`src/rtl/lpc_host_if.sv`:
```
// Request/response handshake plus LPC bus signals for lpc_host.
// master: host side (lpc_host); slave: requester and peripheral side.
interface lpc_host_if;
  logic        req_valid;
  logic        req_ready;
  logic        req_write;
  logic [15:0] req_addr;
  logic [7:0]  req_wdata;
  logic        rsp_valid;
  logic [7:0]  rsp_rdata;
  logic        rsp_err;
  logic [3:0]  lpc_ad_out;
  logic        lpc_ad_oe;
  logic [3:0]  lpc_ad_in;
  logic        lpc_frame;

  modport master (
    input  req_valid, req_write,
    input  req_addr, req_wdata,
    input  lpc_ad_in,
    output req_ready,
    output rsp_valid, rsp_rdata, rsp_err,
    output lpc_ad_out, lpc_ad_oe,
    output lpc_frame
  );

  modport slave (
    output req_valid, req_write,
    output req_addr, req_wdata,
    output lpc_ad_in,
    input  req_ready,
    input  rsp_valid, rsp_rdata, rsp_err,
    input  lpc_ad_out, lpc_ad_oe,
    input  lpc_frame
  );
endinterface

```
`src/rtl/lpc_host.sv`:
```
// LPC I/O cycle initiator: one byte IORD/IOWR per request, rsp on finish.
// Ports: lpc_clk, lpc_rst (async, high), bus (lpc_host_if.master).
module lpc_host #(
  parameter int SYNC_TIMEOUT = 8,
  parameter bit WR_HI_FIRST  = 1'b1,
  parameter int ABORT_LEN    = 4
) (
  input  logic       lpc_clk,
  input  logic       lpc_rst,
  lpc_host_if.master bus
);

  typedef enum logic [4:0] {
    S_IDLE, S_START, S_CTDIR,
    S_ADDR0, S_ADDR1, S_ADDR2, S_ADDR3,
    S_WDATA0, S_WDATA1, S_TAR, S_SYNC,
    S_RDATA0, S_RDATA1,
    S_TARIN0, S_TARIN1,
    S_ABORT, S_ABEND
  } state_t;

  localparam logic [7:0] TO_LAST = 8'(SYNC_TIMEOUT - 1);
  localparam logic [7:0] AB_LAST = 8'(ABORT_LEN - 1);

  state_t      state;
  logic        wr;
  logic [15:0] addr;
  logic [7:0]  wdata;
  logic [7:0]  rdata;
  logic [7:0]  cnt;

  logic [3:0]  wd_first;
  logic [3:0]  wd_second;

  logic sync_ok;
  logic sync_err;
  logic sync_wait;
  logic sync_long;
  logic sync_bad;
  logic timeout;

  assign wd_first  = WR_HI_FIRST ? wdata[7:4] : wdata[3:0];
  assign wd_second = WR_HI_FIRST ? wdata[3:0] : wdata[7:4];

  always_comb begin
    sync_ok   = 1'b0;
    sync_err  = 1'b0;
    sync_wait = 1'b0;
    sync_long = 1'b0;
    sync_bad  = 1'b0;
    unique case (bus.lpc_ad_in)
      4'b0000: sync_ok   = 1'b1;
      4'b1010: sync_err  = 1'b1;
      4'b0101,
      4'b1111: sync_wait = 1'b1;
      4'b0110: sync_long = 1'b1;
      default: sync_bad  = 1'b1;
    endcase
  end

  // Short waits and no-response both run the same counter.
  assign timeout = sync_wait && (cnt == TO_LAST);

  always_ff @(posedge lpc_clk or posedge lpc_rst) begin
    if (lpc_rst) begin
      state          <= S_IDLE;
      wr             <= 1'b0;
      addr           <= '0;
      wdata          <= '0;
      rdata          <= 8'hFF;
      cnt            <= '0;
      bus.req_ready  <= 1'b1;
      bus.rsp_valid  <= 1'b0;
      bus.rsp_err    <= 1'b0;
      bus.rsp_rdata  <= 8'hFF;
      bus.lpc_frame  <= 1'b1;
      bus.lpc_ad_oe  <= 1'b0;
      bus.lpc_ad_out <= 4'hF;
    end else begin
      bus.rsp_valid <= 1'b0;
      unique case (state)
        S_IDLE: begin
          if (bus.req_valid && bus.req_ready) begin
            wr             <= bus.req_write;
            addr           <= bus.req_addr;
            wdata          <= bus.req_wdata;
            cnt            <= '0;
            bus.rsp_err    <= 1'b0;
            bus.req_ready  <= 1'b0;
            bus.lpc_frame  <= 1'b0;
            bus.lpc_ad_oe  <= 1'b1;
            bus.lpc_ad_out <= 4'h0;
            state          <= S_START;
          end else begin
            // Re-arms one cycle after the rsp pulse.
            bus.req_ready <= 1'b1;
          end
        end
        S_START: begin
          bus.lpc_frame  <= 1'b1;
          bus.lpc_ad_out <= wr ? 4'h2 : 4'h0;
          state          <= S_CTDIR;
        end
        S_CTDIR: begin
          bus.lpc_ad_out <= addr[15:12];
          state          <= S_ADDR0;
        end
        S_ADDR0: begin
          bus.lpc_ad_out <= addr[11:8];
          state          <= S_ADDR1;
        end
        S_ADDR1: begin
          bus.lpc_ad_out <= addr[7:4];
          state          <= S_ADDR2;
        end
        S_ADDR2: begin
          bus.lpc_ad_out <= addr[3:0];
          state          <= S_ADDR3;
        end
        S_ADDR3: begin
          if (wr) begin
            bus.lpc_ad_out <= wd_first;
            state          <= S_WDATA0;
          end else begin
            bus.lpc_ad_out <= 4'hF;
            state          <= S_TAR;
          end
        end
        S_WDATA0: begin
          bus.lpc_ad_out <= wd_second;
          state          <= S_WDATA1;
        end
        S_WDATA1: begin
          bus.lpc_ad_out <= 4'hF;
          state          <= S_TAR;
        end
        S_TAR: begin
          bus.lpc_ad_oe <= 1'b0;
          state         <= S_SYNC;
        end
        S_SYNC: begin
          if (sync_ok || sync_err) begin
            if (sync_err) bus.rsp_err <= 1'b1;
            state <= wr ? S_TARIN0 : S_RDATA0;
          end else if (sync_bad || timeout) begin
            bus.rsp_err    <= 1'b1;
            bus.lpc_frame  <= 1'b0;
            bus.lpc_ad_oe  <= 1'b1;
            bus.lpc_ad_out <= 4'hF;
            cnt            <= '0;
            state          <= S_ABORT;
          end else if (sync_wait) begin
            cnt <= cnt + 8'd1;
          end else if (sync_long) begin
            cnt <= '0;
          end
        end
        S_RDATA0: begin
          rdata[3:0] <= bus.lpc_ad_in;
          state      <= S_RDATA1;
        end
        S_RDATA1: begin
          rdata[7:4] <= bus.lpc_ad_in;
          state      <= S_TARIN0;
        end
        S_TARIN0: state <= S_TARIN1;
        S_TARIN1: begin
          bus.rsp_valid <= 1'b1;
          bus.rsp_rdata <= (wr || bus.rsp_err) ? 8'hFF : rdata;
          state         <= S_IDLE;
        end
        S_ABORT: begin
          if (cnt == AB_LAST) begin
            bus.lpc_frame <= 1'b1;
            state         <= S_ABEND;
          end else begin
            cnt <= cnt + 8'd1;
          end
        end
        S_ABEND: begin
          bus.lpc_ad_oe <= 1'b0;
          bus.rsp_valid <= 1'b1;
          bus.rsp_rdata <= 8'hFF;
          state         <= S_IDLE;
        end
        default: state <= S_IDLE;
      endcase
    end
  end

endmodule

```
`src/flat_wrapper.sv`:
```
// flat-port wrapper written by rule: the top's interface ports become plain ports
module lpc_host_flat 
#(
  parameter int SYNC_TIMEOUT = 8,
  parameter bit WR_HI_FIRST  = 1'b1,
  parameter int ABORT_LEN    = 4
)
  (lpc_clk, lpc_rst, bus_req_valid, bus_req_write, bus_req_addr, bus_req_wdata, bus_lpc_ad_in, bus_req_ready, bus_rsp_valid, bus_rsp_rdata, bus_rsp_err, bus_lpc_ad_out, bus_lpc_ad_oe, bus_lpc_frame);
  lpc_host_if bus_i ();
  input  logic lpc_clk;
  input  logic lpc_rst;
  input wire logic [$bits(bus_i.req_valid)-1:0] bus_req_valid;
  input wire logic [$bits(bus_i.req_write)-1:0] bus_req_write;
  input wire logic [$bits(bus_i.req_addr)-1:0] bus_req_addr;
  input wire logic [$bits(bus_i.req_wdata)-1:0] bus_req_wdata;
  input wire logic [$bits(bus_i.lpc_ad_in)-1:0] bus_lpc_ad_in;
  output wire logic [$bits(bus_i.req_ready)-1:0] bus_req_ready;
  output wire logic [$bits(bus_i.rsp_valid)-1:0] bus_rsp_valid;
  output wire logic [$bits(bus_i.rsp_rdata)-1:0] bus_rsp_rdata;
  output wire logic [$bits(bus_i.rsp_err)-1:0] bus_rsp_err;
  output wire logic [$bits(bus_i.lpc_ad_out)-1:0] bus_lpc_ad_out;
  output wire logic [$bits(bus_i.lpc_ad_oe)-1:0] bus_lpc_ad_oe;
  output wire logic [$bits(bus_i.lpc_frame)-1:0] bus_lpc_frame;
  assign bus_i.req_valid = bus_req_valid;
  assign bus_i.req_write = bus_req_write;
  assign bus_i.req_addr = bus_req_addr;
  assign bus_i.req_wdata = bus_req_wdata;
  assign bus_i.lpc_ad_in = bus_lpc_ad_in;
  assign bus_req_ready = bus_i.req_ready;
  assign bus_rsp_valid = bus_i.rsp_valid;
  assign bus_rsp_rdata = bus_i.rsp_rdata;
  assign bus_rsp_err = bus_i.rsp_err;
  assign bus_lpc_ad_out = bus_i.lpc_ad_out;
  assign bus_lpc_ad_oe = bus_i.lpc_ad_oe;
  assign bus_lpc_frame = bus_i.lpc_frame;
  lpc_host #(.SYNC_TIMEOUT(SYNC_TIMEOUT), .WR_HI_FIRST(WR_HI_FIRST), .ABORT_LEN(ABORT_LEN)) u_core (.lpc_clk(lpc_clk), .lpc_rst(lpc_rst), .bus(bus_i));
endmodule
```
`config.mk`:
```
export PLATFORM = sky130hd
export DESIGN_NAME = lpc_host_flat
export DESIGN_NICKNAME = d
export VERILOG_FILES = /design/src/rtl/lpc_host_if.sv /design/src/rtl/lpc_host.sv /design/src/flat_wrapper.sv
export SDC_FILE = /design/constraint.sdc
export NUM_CORES = 1
export LEC_CHECK = 0
export CAP_MARGIN = 20
export CORE_ASPECT_RATIO = 1.4
export CORE_UTILIZATION = 54
export DETAILED_ROUTE_END_ITERATION = 10
export HOLD_SLACK_MARGIN = 0.06
export PLACE_DENSITY = 0.78
export SLEW_MARGIN = 20
export SYNTH_ARGS = -nofsm -noshare
export SYNTH_HDL_FRONTEND = slang
export SYNTH_SLANG_ARGS = --single-unit
```
`constraint.sdc`:
```
create_clock -name lpc_clk -period 2.4 [get_ports lpc_clk]
set_input_delay 0.6 -clock lpc_clk [delete_from_list [all_inputs] [get_ports lpc_clk]]
set_output_delay 0.6 -clock lpc_clk [all_outputs]
set_load 0.01 [all_outputs]
```
# Yosys cells after proc, flatten, opt, wreduce, memory -nomap -nowiden
# Cells that the tools add are included.
dict set report totals {
  output_inout_bits 17
  word_cells 110
  inputBits 32
  regBits 63
}
dict set report op_classes {
  n_addsub 1
  muxes 41
  n_reduce_logical 24
  n_eq_ne 30
}
# operator n
set ops {}
lappend ops {{case mux 5 bit (15 select lines)} 1}
lappend ops {{2-to-1 mux 8 bit} 7}
lappend ops {{== test 5 x 4 -> 1 bit, second input constant} 8}
lappend ops {{case mux 4 bit (10 select lines)} 1}
lappend ops {{case mux 8 bit (3 select lines)} 1}
lappend ops {{== test 5 x 3 -> 1 bit, second input constant} 4}
lappend ops {{2-to-1 mux 4 bit} 5}
lappend ops {{2-to-1 mux 5 bit} 4}
lappend ops {{2-to-1 mux 1 bit} 16}
lappend ops {{case mux 8 bit (2 select lines)} 1}
lappend ops {{AND reduction 4 bit} 3}
lappend ops {{== test 5 x 2 -> 1 bit, second input constant} 2}
lappend ops {{AND reduction 5 bit} 2}
lappend ops {{nonzero test 10 bit} 1}
lappend ops {{adder 8 x 1 -> 8 bit, second input constant} 1}
lappend ops {{== test 4 x 3 -> 1 bit, second input constant} 2}
lappend ops {{== test 4 bit, second input constant} 2}
lappend ops {{== test 8 x 2 -> 1 bit, second input constant} 1}
lappend ops {{== test 8 x 3 -> 1 bit, second input constant} 1}
lappend ops {{!= test 2 x 1 -> 1 bit, second input constant} 3}
lappend ops {{nonzero test 3 bit} 2}
lappend ops {{OR reduction 2 bit} 3}
lappend ops {{== test 5 x 1 -> 1 bit, second input constant} 1}
lappend ops {{== test 5 bit, second input constant} 1}
lappend ops {{other kinds (18)} 23}

# Depth between registers and ports, before layout
dict set report logic_depth {
  depth_word 8
  ltp_mapped 7
  mapped_depth_nobuf 6
}

# Worst setup path after synthesis
# Ideal clock, no wire load.
dict set report synth_timing {
  path_kind {flip-flop to flip-flop}
  start {register u_core.state[0]}
  end {register u_core.addr[10]}
  synth_period_minus_slack_ns 2.044
  setup_ns 0.127
  setup_slack_ns 0.356
  required_time_ns 2.273
  path_stages_with_launch 6
  path_buffers 2
  arrival_time_ns 1.916
  cell_sequence {dfrtp_1 -> clkbuf_1 -> or4_4 -> nor3_4 -> buf_6 -> mux2_1}
}
dict set report synth_via {
  elab_chain_len 2
}
# item line_no
set synth_lines {}
lappend synth_lines {{from (decl)} lpc_host.sv:25} ;# state_t state;
lappend synth_lines {{from (signal assigned)} lpc_host.sv:144} ;# state <= wr ? S_TARIN0 : S_RDATA0;
lappend synth_lines {{logical NOT 5 bit} lpc_host.sv:81} ;# unique case (state)
lappend synth_lines {{AND reduction 2 bit (no line)} n/a}
lappend synth_lines {{to (signal assigned)} lpc_host.sv:85} ;# addr <= bus.req_addr;
lappend synth_lines {{to (decl)} lpc_host.sv:27} ;# logic [15:0] addr;
# No other way between the ends.
# A chain may end at the register's enable or synchronous reset.

# Final worst setup path
dict set report layout_timing {
  start {input port bus_lpc_ad_in[3]}
  end {register u_core.cnt[0]}
}
dict set report layout_via {
  elab_chain_len 8
  elab_cells_between_ends 22
  classes_between {eq/ne: 6; mux: 9; reduce/logical: 7}
}
# item line_no
set layout_lines {}
lappend layout_lines {{from (decl)} flat_wrapper.sv:16} ;# input wire logic [$bits(bus_i.lpc_ad_in)-1:0] bus_lpc_ad_in;
lappend layout_lines {{== test 4 x 3 -> 1 bit or == test 4 bit (tied branches)} lpc_host.sv:51} ;# unique case (bus.lpc_ad_in)
lappend layout_lines {{OR reduction 2 bit} n/a}
lappend layout_lines {{2-to-1 mux 1 bit} lpc_host.sv:51}
lappend layout_lines {{logical AND 1 bit} lpc_host.sv:62} ;# assign timeout = sync_wait && (cnt == TO_LAST);
lappend layout_lines {{logical OR 1 bit} lpc_host.sv:145} ;# end else if (sync_bad || timeout) begin
lappend layout_lines {{2-to-1 mux 8 bit} lpc_host.sv:145}
lappend layout_lines {{2-to-1 mux 8 bit} lpc_host.sv:142} ;# if (sync_ok || sync_err) begin
lappend layout_lines {{case mux 8 bit (3 select lines)} lpc_host.sv:81}
lappend layout_lines {{to (signal assigned)} lpc_host.sv:153} ;# cnt <= cnt + 8'd1;
lappend layout_lines {{to (signal assigned)} lpc_host.sv:177} ;# cnt <= cnt + 8'd1;
lappend layout_lines {{to (decl)} lpc_host.sv:30} ;# logic [7:0] cnt;
# Several ways; a longest one is shown, not always the timed one. The select of a mux whose other input is x is not followed.

==> results.cfg <==
[clocking]
cts_tree = done
clkTransAtPathRegs_ps = 70
cts_root_buffer = clkbuf_8
clk_latency_ps = 340
numCtsBuffers = 9
htreeDepth = 3
numClockSinks = 63
ctsHoldBuffers = 0
cts-resized-gates = 0
postCtsSetupBuffers = 0
clockBufferDepth = 2

[global_route]
antenna_found_initial = 0
grt_max_degree = 64
grtUsageTotal = 0.2477
grt_pass1_vias = 2465
grt_pass1_wl_um = 11250
overflow = 0

[setup_path]
cp_top_family = buffers and inverters
r2r_slack_ps = 250
worstSetupStartpointType = primary input
cp_max_fo = 8
cp_num_buf_inv = 2
path_cells = clkdlybuf4s50_1, xnor2_1, nor3b_1, a22oi_1, buf_4, o31ai_2, mux2_2
arrival_ps = 2500
worstSetupPathType = in2reg
critical-path-max-stage-delay_ps = 460
cp.required_ps = 2680
slowest_stage = clkdlybuf4s50_1
cp-end-kind = flip-flop

[sta]
worst_pin_slew_ps = 620.8
setup_viol = 0
fmax_ghz = 0.4509
post-route-period-util = 0.9241
slew_headroom = 0.5846
drv_slew = 0
timing.final.ws_setup_ps = 182.2
min_period_ps = 2218
hold_viol = 0
skew_ps = 6.975
rsz0062_at_grt = false

[logic_synthesis]
synth-seq-area-share = 0.5116
synth-edff-count = 0
post-synth-top-count-cell = dfrtp_1
async_flop_share = 1.000
syn_inst = 276
ys_ff_latch = 63
synthTopCellsByArea = dfrtp_1, dfstp_2, mux2_2
synth_area_um2 = 3136
synth.top_cell.area_share = 0.3272
synthFlopType = dfrtp_1
synth_top_area_cell = dfrtp_1
syn_avg_cell_area_um2 = 11.36
netlist_top_cells_count = dfrtp_1, dfstp_2, mux2_2, nor2_1, mux2_1
yosysWarnings = 0
syn-num-nets = 309
synth.distinct_cells = 55

[final_layout]
area_growth_pct = 27.25
final-instance-count-excl-fill = 408
post-route-util = 0.7170
nets = 368
stdcell_area_um2 = 3990
drive_gt1_frac = 0.2618
antenna_cells = 0

[pwr]
peakVddDrop_mv = 0.6101
p_total_w = 0.004744
p_leak_nw = 1.674
power.density_nw_per_um2 = 1189

[place]
preCtsSetupSlack_ps = -117.0
portBuffers = 48
gp_congestion = 0.9164
post-dp-hpwl_um = 4683
placed_area_um2 = 3771
place_inst = 392

[die]
die_w_um = 66.40
fp-row-count = 32
core_um2 = 5565
ios = 49
die_area_um2 = 6119
initial_core_util = 0.5634
fp.dieH_um = 92.16

[min_path]
hp-class = reg2reg

[flow_run]
maxCapViolCount = 0

[drt]
viasPerCell = 5.985
drc_errors = 0
ant_nets = 0
wl_per_cell_um = 16.21
drt-initial-drc-count = 168
first_pass_iters = 4
wirelength_um = 6615
vias = 2442

[run_status]
status = complete, no violations
==> per-layer routing <==
layer | vias up | part of all wire | track usage
met1 | 1211 | 0.40 | 0.2798
met2 | 66 | 0.54 | 0.4337
li1 | 1145 | - | -
met4 | 0 | 0.025 | 0.09929
met3 | 20 | 0.040 | 0.06343
met5 | - | 0 | 0
==> worst register-to-register path: cells and delay by family (launching register included) <==
kind	cells	cell delay, ps
mux	1	360
flops	1	490
simple gates	3	1060
compound gates	1	170
==> path summary, 6_finish.rpt <==
path,start,to,cells past startpoint
min in group asynchronous,lpc_rst,u_core.cnt[0],3
hold / removal,u_core.bus.lpc_ad_out[3],u_core.bus.lpc_ad_out[3],2
max in group asynchronous,lpc_rst,u_core.bus.lpc_ad_out[1],3
hold reg to reg,u_core.bus.lpc_ad_out[3],u_core.bus.lpc_ad_out[3],2
setup reg to reg,u_core.state[0],u_core.bus.lpc_ad_out[0],5
setup / recovery,bus_lpc_ad_in[3],u_core.cnt[0],7
==> area by class of cell <==
class                   instances  area (um2)
clock buffers                  13       201.4
clock inverters                 3       17.52
fillers                       411        1575
inverters                       4       15.01
multi-input cells             192        1434
flip-flops and latches         63        1604
well taps                      68       85.08
repair buffers                 65       633.1
==> report_power, final <==
part           leakage, nW  switching, W  total (W)  internal [W]
sequential           0.743      0.000271    0.00189       0.00162
clock                0.117      0.000418   0.000975      0.000557
combinational        0.814      0.000871    0.00188       0.00101
total                 1.67       0.00156    0.00474       0.00318
==> cell usage in the layout (no fill, tap or decap), types with 7 or more instances in the layout <==
| master | instances |
|---|---|
| a21oi_1 | 10 |
| and3_1 | 7 |
| buf_4 | 15 |
| clkbuf_8 | 11 |
| clkdlybuf4s50_1 | 48 |
| dfrtp_1 | 41 |
| dfstp_2 | 22 |
| mux2_1 | 18 |
| mux2_2 | 21 |
| nand2_1 | 14 |
| nand3_1 | 9 |
| nor2_1 | 21 |
| nor2b_1 | 10 |
| o22a_1 | 8 |
==> metrics by stage <==
step | setup TNS, ps | hold WS (ps)
after floorplan | 0 | 452.2
after global placement | -124.0 | 463.6
after detailed placement | -889.6 | 474.7
after CTS | 0 | 489.4
after global routing | 0 | 500.8
final | 0 | 488.3
==> flip-flops by register name (all words and copies together) (netlist names) <==
name,count
u_core.addr,16
u_core.bus.lpc_ad_oe,1
u_core.bus.lpc_ad_out,4
u_core.bus.lpc_frame,1
u_core.bus.req_ready,1
u_core.bus.rsp_err,1
u_core.bus.rsp_rdata,8
u_core.bus.rsp_valid,1
u_core.cnt,8
u_core.rdata,8
u_core.state,5
u_core.wdata,8
u_core.wr,1
==> cell families after synthesis <==
group           Yosys count  share of synthesized area
compound gates           55                     0.1349
simple gates             91                     0.1560
flops                    63                     0.5116
mux                      43                     0.1568
buf+inv                  21                    0.03112
xor+xnor                  2                   0.005588
fa+ha+maj                 1                   0.003990
Note: power is estimated with default switching activity, not from simulation.
